--- src/rtl/cpu_pkg.sv ---
// Shared CPU constants for register-file related blocks.
//   REG_W    : register index width
//   NUM_REGS : architectural register count
//   REG_ZERO : hardwired-zero register index (never tracked)
package cpu_pkg;

  localparam int REG_W    = 5;
  localparam int NUM_REGS = 32;

  typedef logic [REG_W-1:0] reg_idx_t;

  localparam reg_idx_t REG_ZERO = '0;

endpackage

--- src/rtl/tag_fifo.sv ---
// In-order FIFO of destination register tags.
// Ports:
//   clk, rst     : clock, async active-high reset
//   flush        : synchronous clear of pointers and occupancy (wins over push/pop)
//   push, push_tag : enqueue a tag at the tail
//   pop          : dequeue the head
//   head_tag     : tag at the head (valid when !empty)
//   occupancy    : explicit entry count, 0..DEPTH
//   full, empty  : occupancy == DEPTH / occupancy == 0
// The caller never pushes into a full FIFO unless it pops in the same cycle.
module tag_fifo
  import cpu_pkg::*;
#(
  parameter int DEPTH = 4,
  parameter int CNT_W = $clog2(DEPTH + 1)
) (
  input  logic             clk,
  input  logic             rst,
  input  logic             flush,
  input  logic             push,
  input  logic [REG_W-1:0] push_tag,
  input  logic             pop,
  output logic [REG_W-1:0] head_tag,
  output logic [CNT_W-1:0] occupancy,
  output logic             full,
  output logic             empty
);

  localparam int PTR_W = (DEPTH > 1) ? $clog2(DEPTH) : 1;

  logic [REG_W-1:0] mem [DEPTH];
  logic [PTR_W-1:0] wr_ptr;
  logic [PTR_W-1:0] rd_ptr;

  assign head_tag = mem[rd_ptr];
  assign full     = (occupancy == CNT_W'(DEPTH));
  assign empty    = (occupancy == '0);

  // Storage has no reset; only pointers and occupancy define validity.
  always_ff @(posedge clk) begin
    if (push && !flush) begin
      mem[wr_ptr] <= push_tag;
    end
  end

  always_ff @(posedge clk or posedge rst) begin
    if (rst) begin
      wr_ptr    <= '0;
      rd_ptr    <= '0;
      occupancy <= '0;
    end else if (flush) begin
      wr_ptr    <= '0;
      rd_ptr    <= '0;
      occupancy <= '0;
    end else begin
      if (push) begin
        wr_ptr <= wr_ptr + PTR_W'(1);
      end
      if (pop) begin
        rd_ptr <= rd_ptr + PTR_W'(1);
      end
      case ({push, pop})
        2'b10:   occupancy <= occupancy + CNT_W'(1);
        2'b01:   occupancy <= occupancy - CNT_W'(1);
        default: occupancy <= occupancy;
      endcase
    end
  end

endmodule

--- src/rtl/reg_scoreboard.sv ---
// In-order RAW-hazard scoreboard for the 32x32 register file.
// Ports:
//   clk, rst            : clock, async active-high reset
//   issue_*             : instruction presented by decode (sources, dest)
//   issue_stall         : combinational; instruction not accepted this cycle
//   wb_valid, wb_reg    : write-back this cycle (same strobe as RF write enable)
//   flush               : synchronous discard of all in-flight writes
//   busy_mask           : registered per-register pending-write flags
//   occupancy           : registered in-flight entry count
//   order_err           : sticky; write-back out of order or with nothing in flight
module reg_scoreboard
  import cpu_pkg::*;
#(
  parameter int DEPTH = 4,
  parameter int CNT_W = $clog2(DEPTH + 1)
) (
  input  logic                clk,
  input  logic                rst,
  input  logic                issue_valid,
  input  logic [REG_W-1:0]    issue_rs,
  input  logic [REG_W-1:0]    issue_rt,
  input  logic                issue_use_rs,
  input  logic                issue_use_rt,
  input  logic                issue_wr_en,
  input  logic [REG_W-1:0]    issue_rd,
  output logic                issue_stall,
  input  logic                wb_valid,
  input  logic [REG_W-1:0]    wb_reg,
  input  logic                flush,
  output logic [NUM_REGS-1:0] busy_mask,
  output logic [CNT_W-1:0]    occupancy,
  output logic                order_err
);

  logic [CNT_W-1:0]    pend      [NUM_REGS];
  logic [CNT_W-1:0]    pend_next [NUM_REGS];
  logic [NUM_REGS-1:0] busy_next;

  logic [REG_W-1:0] head_tag;
  logic             fifo_full;
  logic             fifo_empty;

  logic wb_req;
  logic pop;
  logic err_set;
  logic rs_busy;
  logic rt_busy;
  logic full_block;
  logic accept;
  logic push;

  assign wb_req  = wb_valid && (wb_reg != REG_ZERO);
  assign pop     = wb_req && !fifo_empty;
  assign err_set = wb_req && (fifo_empty || (wb_reg != head_tag));

  // A register written back this cycle is still busy: the RF read samples
  // the array before the same-edge write lands.
  assign rs_busy = (issue_rs != REG_ZERO) &&
                   ((pend[issue_rs] != '0) || (wb_valid && (wb_reg == issue_rs)));
  assign rt_busy = (issue_rt != REG_ZERO) &&
                   ((pend[issue_rt] != '0) || (wb_valid && (wb_reg == issue_rt)));

  assign full_block = issue_wr_en && (issue_rd != REG_ZERO) && fifo_full && !wb_valid;

  assign issue_stall = issue_valid &&
                       ((issue_use_rs && rs_busy) || (issue_use_rt && rt_busy) || full_block);

  assign accept = issue_valid && !issue_stall;

  // The stall equation lets a full FIFO accept whenever wb_valid is high, even
  // for an ignored write-back to r0; the extra guard keeps the FIFO from
  // overflowing in that corner.
  assign push = accept && issue_wr_en && (issue_rd != REG_ZERO) && (!fifo_full || pop);

  tag_fifo #(
    .DEPTH (DEPTH),
    .CNT_W (CNT_W)
  ) u_tag_fifo (
    .clk       (clk),
    .rst       (rst),
    .flush     (flush),
    .push      (push),
    .push_tag  (issue_rd),
    .pop       (pop),
    .head_tag  (head_tag),
    .occupancy (occupancy),
    .full      (fifo_full),
    .empty     (fifo_empty)
  );

  // Pop always decrements the head's counter; on a match that is wb_reg,
  // on a mismatch it keeps counters consistent with the FIFO contents.
  always_comb begin
    for (int r = 0; r < NUM_REGS; r++) begin
      pend_next[r] = pend[r];
      if (push && (issue_rd == REG_W'(r))) begin
        pend_next[r] = pend_next[r] + CNT_W'(1);
      end
      if (pop && (head_tag == REG_W'(r))) begin
        pend_next[r] = pend_next[r] - CNT_W'(1);
      end
      busy_next[r] = (pend_next[r] != '0);
    end
  end

  always_ff @(posedge clk or posedge rst) begin
    if (rst) begin
      for (int r = 0; r < NUM_REGS; r++) begin
        pend[r] <= '0;
      end
      busy_mask <= '0;
      order_err <= 1'b0;
    end else begin
      if (err_set) begin
        order_err <= 1'b1;
      end
      if (flush) begin
        for (int r = 0; r < NUM_REGS; r++) begin
          pend[r] <= '0;
        end
        busy_mask <= '0;
      end else begin
        for (int r = 0; r < NUM_REGS; r++) begin
          pend[r] <= pend_next[r];
        end
        busy_mask <= busy_next;
      end
    end
  end

endmodule

--- config.mk ---
export PLATFORM = sky130hd
export DESIGN_NAME = reg_scoreboard
export DESIGN_NICKNAME = d
export VERILOG_FILES = /design/src/rtl/cpu_pkg.sv /design/src/rtl/tag_fifo.sv /design/src/rtl/reg_scoreboard.sv
export SDC_FILE = /design/constraint.sdc
export NUM_CORES = 1
export LEC_CHECK = 0
export BUFFER_PORTS_ARGS = -buffer_cell sky130_fd_sc_hd__buf_2
export CAP_MARGIN = 15
export CORE_ASPECT_RATIO = 0.7
export CORE_MARGIN = 1
export CORE_UTILIZATION = 60
export CTS_CLUSTER_DIAMETER = 40
export DETAILED_ROUTE_END_ITERATION = 16
export PLACE_DENSITY = 0.78
export SYNTH_ARGS = -nofsm -noshare
export SYNTH_HDL_FRONTEND = slang
export SYNTH_SLANG_ARGS = --single-unit
--- constraint.sdc ---
create_clock -name clk -period 5.3 [get_ports clk]
set_input_delay 1.06 -clock clk [delete_from_list [all_inputs] [get_ports clk]]
set_output_delay 1.06 -clock clk [all_outputs]
set_load 0.02 [all_outputs]
; ---- Word-level counts from Yosys, hierarchy flattened
; Memories as Yosys holds them, arrays and structs flattened.
; Index checks and enable logic that the tools add are counted.
[word_totals]
ff_bits = 136
ram_bits = 20
inputBits = 28
out_inout_bits = 37
wordCells = 395
n_memories = 1
[op_classes]
addsub = 68
n_lt_le_gt_ge = 2
eq_ne = 68
n_mux = 80
bitwise_logic = 2
reduce_logical = 137
[memory_table]
columns = name, depth, width, rd, rd_clocked_by_memory_dff, wr, line_no
row1 = u_tag_fifo.mem, 4, 5, 1, 0, 1, tag_fifo.sv:31  ; logic [REG_W-1:0] mem [DEPTH];
[op_table]
columns = cell, count
row1 = 3-bit 2-to-1 mux, 69
row2 = 5-bit equality test (second input constant), 32
row3 = 3-bit nonzero test, 35
row4 = 3-bit by 1-bit adder with 3-bit output (second input constant), 33
row5 = 3-bit by 1-bit subtractor with 3-bit output (second input constant), 33
row6 = 96-bit 2-to-1 mux, 1
row7 = 1-bit logical AND, 82
row8 = 5-bit by 4-bit equality test with 1-bit output (second input constant), 16
row9 = 5-bit by 3-bit equality test with 1-bit output (second input constant), 8
row10 = 32-bit 2-to-1 mux, 1
row11 = 3-bit binary-select mux with 5-bit select, 2
row12 = 5-bit by 2-bit equality test with 1-bit output (second input constant), 4
row13 = 5-bit nonzero test, 4
row14 = 6-bit greater-or-equal comparator (second input constant), 2
row15 = 5-bit NOT with 6-bit output, 2
row16 = 5-bit by 1-bit equality test with 1-bit output (second input constant), 2
row17 = 5-bit equality test, 2
row18 = 5-bit zero test, 2
row19 = 2-bit 2-to-1 mux, 4
row20 = 1-bit logical OR, 6
row21 = 3-bit one-hot mux with 2 select lines, 1
row22 = 1-bit zero test, 5
row23 = 5-bit inequality test, 1
row24 = 2-bit by 1-bit adder with 2-bit output (second input constant), 2
row25 = 6 further kinds, 8

; ---- Logic depth before layout (Yosys ltp)
[logic_depth]
depth_word = 22
mapped_depth = 19

; ---- Hierarchy
; Synthesis repeated with hierarchy kept, for this count alone.
[unflattened]
cells_unflattened = 1262
area_unflattened_um2 = 11602.4
[by_module_without_submodules]
columns = mod, n_inst, cells_per_inst, area_each_um2
row1 = reg_scoreboard, 1, 1191, 10423.7
row2 = tag_fifo, 1, 71, 1178.6

; ---- Worst setup path before layout
; Ideal clock, no wire load.
[synth_path]
path_kind = input -> output
from = input issue_rt[1]
to = output issue_stall
arrival_time_ns = 3.306
t_required_ns = 4.240
slack_ns = 0.934
cell_stages = 11
path_cell_list = buf_2 -> buf_2 -> nor4_1 -> o32ai_1 -> a211oi_1 -> a21oi_1 -> o41ai_2 -> buf_2 -> buf_2 -> buf_1 -> a21boi_0
[synth_via]
elab_chain_len = 11
elab_cells_between_ends = 14
[synth_rtl]
columns = item, line_no
row1 = from (decl), reg_scoreboard.sv:21  ; input logic [REG_W-1:0] issue_rt,
row2 = 5-bit NOT with 6-bit output (implied by the code), reg_scoreboard.sv:61  ; ((pend[issue_rt] != '0) || (wb_valid && (wb_reg == issue_rt)));
row3 = 3-bit binary-select mux with 5-bit select, reg_scoreboard.sv:61
row4 = 3-bit 2-to-1 mux (implied by the code) (2 in series), reg_scoreboard.sv:61
row5 = 3-bit nonzero test, reg_scoreboard.sv:61
row6 = 1-bit logical OR, reg_scoreboard.sv:61
row7 = 1-bit logical AND *, reg_scoreboard.sv:60  ; assign rt_busy = (issue_rt != REG_ZERO) &&
row8 = 1-bit logical AND *, reg_scoreboard.sv:66  ; ((issue_use_rs && rs_busy) || (issue_use_rt && rt_busy) || full_block);
row9 = 1-bit logical OR * (2 in series), reg_scoreboard.sv:66
row10 = 1-bit logical AND *, reg_scoreboard.sv:65  ; assign issue_stall = issue_valid &&
row11 = to (decl), reg_scoreboard.sv:26  ; output logic issue_stall,
; Mark *: on every way between the ends. The rest lies on a longest branch, timed or not. The select of a mux whose other input is x is not followed.

; ---- Worst setup path after layout
[layout_path]
from = input issue_rt[1]
to = register busy_mask[25]
[layout_via]
elab_chain_len = 22
elab_cells_between_ends = 25
[layout_rtl]
columns = item, line_no
row1 = 5-bit NOT with 6-bit output (implied by the code), reg_scoreboard.sv:61
row2 = 3-bit binary-select mux with 5-bit select, reg_scoreboard.sv:61
row3 = 3-bit 2-to-1 mux (implied by the code) (2 in series), reg_scoreboard.sv:61
row4 = 3-bit nonzero test, reg_scoreboard.sv:61
row5 = 1-bit logical OR, reg_scoreboard.sv:61
row6 = 1-bit logical AND *, reg_scoreboard.sv:60
row7 = 1-bit logical AND *, reg_scoreboard.sv:66
row8 = 1-bit logical OR * (2 in series), reg_scoreboard.sv:66
row9 = (+2 left out), n/a
row10 = 1-bit logical AND *, reg_scoreboard.sv:68  ; assign accept = issue_valid && !issue_stall;
row11 = 1-bit logical AND * (3 in series), reg_scoreboard.sv:73  ; assign push = accept && issue_wr_en && (issue_rd != REG_ZERO) && (!fifo_full || pop);
row12 = 1-bit logical AND *, reg_scoreboard.sv:96  ; if (push && (issue_rd == REG_W'(r))) begin
row13 = 3-bit 2-to-1 mux *, reg_scoreboard.sv:96
row14 = 3-bit by 1-bit subtractor with 3-bit output, reg_scoreboard.sv:100  ; pend_next[r] = pend_next[r] - CNT_W'(1);
row15 = 3-bit 2-to-1 mux *, reg_scoreboard.sv:99  ; if (pop && (head_tag == REG_W'(r))) begin
row16 = 3-bit nonzero test *, reg_scoreboard.sv:102  ; busy_next[r] = (pend_next[r] != '0);
row17 = 32-bit 2-to-1 mux *, reg_scoreboard.sv:117  ; if (flush) begin
row18 = to (signal assigned), reg_scoreboard.sv:126  ; busy_mask <= busy_next;
row19 = to (decl), reg_scoreboard.sv:30  ; output logic [NUM_REGS-1:0] busy_mask,
; Marked as above.
; A chain may end at the register's enable or synchronous reset.

==> results.toml <==
[outcome]
status = "finished clean"

[run]
drv_cap = 0

[clock_tree]
cts_buffers = 17
cts_tree = "done"
ctsResizeCount = 0
clock_latency_ns = 0.44
cts_root_buffer = "clkbuf_16"
clockBufferDepth = 2
cts_setup_buffers = 0
clk_pin_slew_ns = 0.07
htreeDepth = 4
cts_hold_buf = 0
cts.sink_count = 156

[sta]
fin_crit_ns = 4.70
fin_worst_skew_ns = 0.0131
fmax_ghz = 0.213
finalSetupTns_ns = 0
slew_violations = 0
hold_viol_final = 0
fin_crit_sh = 0.888
worst_slew_pin_slew_ns = 0.973
relSlewSlack = 0.350
setup_viol = 0
rsz0062_at_grt = "false"
hold_slack_ns = 0.483
setup_slack_ns = 0.595

[routing]
drt.antenna.violating_nets = 0
drt-total-wl_um = 33700
drc_errors = 0
routedWlPerCell_um = 20.4
first_pass_iters = 5
drt-vias-per-instance = 6.47
dr_total_vias = 10700
drtIter0Drc = 1239

[synthesis]
ys.flop_type = "dfrtp_1"
ys_ff_latch = 156
syn_avg_cell_area_sq_um = 8.85
synth-edff-count = 20
yosys_warnings = 0
synth_cells = 1351
ys_seq_area_frac = 0.335
synth_cell_type_count = 76
async_reset_ff_frac = 0.872
syn-cell-area_sq_um = 12000
synth_nets = 1447

[final_layout]
utilization = 0.681
layout-drive-gt1-share = 0.121
regArea_sq_um = 4000
nNetsFinal = 1468
fillers = 1550
final_common_cell = "nor2_1"
area_delta_synth_final_pct = 9.35
multi_input_area_sq_um = 7500
layout_common_cells = "nor2_1 (152), dfrtp_1 (136), xnor2_1 (100), nand2_1 (93), xor2_1 (75)"

[grt]
grt_use_total = 0.342
grt_pass1_vias = 9944
grt_max_degree = 72
overflow = 0
grt_pass1_wl_um = 53400
antenna_found_initial = 1

[hold_path]
min_path_type = "flop to flop"
holdCritStartpoint = "order_err"

[placement]
port_buffers = 64
post-place-ws_ns = 0.323
dp_hpwl_um = 24600
routabilityCongestion = 1.02

[worst_setup_path]
setup.worst_path.start_class = "primary input"
startpoint = "issue_rt[1]"
rr_startpoint = "pend[0]"
end_kind = "flop"
critPathRequiredTime_ns = 5.58
arrival_ns = 4.98
path_class = "primary input to flop"
crit_fanout = 27

[pwr]
peakVddDrop_mv = 0.181
power.density_nw_per_um2 = 269
fin_total_pwr_mw = 3.52
power_leakage_nw = 5.55

[floorplanning]
dieArea_sq_um = 20500
num_rows = 42
core_area_sq_um = 19200
io_pins = 65
die_x_um = 171
die_y_um = 120
start_util = 0.623
synth_stat cells (5+ instances only):
library cell | instances | share of area
o22ai_1 | 13 | 0.0068
edfxtp_1 | 20 | 0.050
xnor2_1 | 100 | 0.073
o211ai_1 | 8 | 0.0050
xor2_1 | 75 | 0.055
nor3_1 | 61 | 0.026
nand3_1 | 49 | 0.021
clkbuf_1 | 59 | 0.019
a21oi_1 | 46 | 0.019
a211oi_1 | 13 | 0.0082
nand2b_1 | 23 | 0.012
a31oi_1 | 18 | 0.0094
buf_1 | 5 | 0.0016
mux2_2 | 19 | 0.018
or3_1 | 8 | 0.0042
inv_1 | 23 | 0.0072
o21bai_1 | 13 | 0.0082
and3_1 | 13 | 0.0068
nor2_1 | 152 | 0.048
or4_1 | 9 | 0.0057
nor4_1 | 43 | 0.023
nor2b_1 | 11 | 0.0058
mux4_2 | 7 | 0.013
dfrtp_1 | 136 | 0.28
o31a_1 | 6 | 0.0044
o21ai_0 | 49 | 0.021
a2111oi_0 | 9 | 0.0066
nand2_1 | 93 | 0.029
nand4_1 | 36 | 0.019
buf_2 | 23 | 0.0096
or2_2 | 5 | 0.0026
nor3b_1 | 10 | 0.0063
ha_1 | 67 | 0.070
a21o_1 | 9 | 0.0057
mux2i_1 | 46 | 0.039
cells by family (layout without fill, tap and decap cells):
kind of cell	Yosys count	in the layout	synth area share
DFF	156	156	0.335
xor gates and xnor gates	175	175	0.128
adders and majority gates	68	68	0.0718
muxes	73	73	0.0709
buffers and inverters	113	147	0.0391
other	0	1	0
AOI/OAI and AO/OA	225	225	0.125
and+or+nand+nor	541	541	0.230
layer usage:
metal  routed length [um]  track usage  vias up
met5                    0            0        -
met4                  803        0.123        0
met3                 3810        0.105       75
met2                14700        0.501      562
met1                14500        0.473     5109
li1                     -            -     4930
sequential cells by signal, indices dropped and copies added, names as in the netlist:
register              cells
u_tag_fifo.mem           20
u_tag_fifo.wr_ptr         2
u_tag_fifo.rd_ptr         2
pend                     96
busy_mask                32
order_err                 1
u_tag_fifo.occupancy      3
final timing paths:
kind	cells after the start	to	slack (ns)
worst max-delay path	16	busy_mask[25]	0.60
worst min-delay path	1	order_err	0.48
worst max register to register	14	busy_mask[12]	0.93
worst min register to register	1	order_err	0.48
max in group asynchronous	3	pend[95]	3.62
min in group asynchronous	2	busy_mask[30]	0.74
where the power goes:
group | leakage [nW] | internal [mW] | switching, mW
sequential | 2.07 | 1.27 | 0.0791
clock | 0.291 | 0.745 | 0.534
combinational | 3.19 | 0.305 | 0.582
total | 5.55 | 2.32 | 1.20
critical path, cell delays in order:
cell       delay, ns
buf_2           0.28
nor4_1          0.36
a2111oi_0       0.11
or4_1           0.56
and3_4          0.22
nor4b_4         0.44
nand3_2         0.27
nor3_4          0.34
xnor2_1         0.22
ha_1            0.27
xnor2_1         0.18
xnor2_1         0.10
nor3_1          0.13
a31oi_1         0.07
mux2i_1         0.21
o22ai_1         0.13
per-stage QoR:
| stage | std cells | cell area, sq um |
|---|---|---|
| 3_3_place_gp | 1617 | 12500 |
| 6_report | 1650 | 13100 |
| 3_5_place_dp | 1617 | 12500 |
| 4_1_cts | 1649 | 13100 |
| 5_1_grt | 1650 | 13100 |
| 2_1_floorplan | 1351 | 12000 |
final cells by class:
type | count | share of cell area
diodes | 1 | 0.000191
clock buffers | 19 | 0.0331
clock inverters | 13 | 0.0124
inverters | 23 | 0.00699
multi-input cells | 1082 | 0.574
flip-flops and latches | 156 | 0.306
well taps | 264 | 0.0253
repair buffers | 92 | 0.0417
Note: power is estimated with default switching activity, not from simulation.
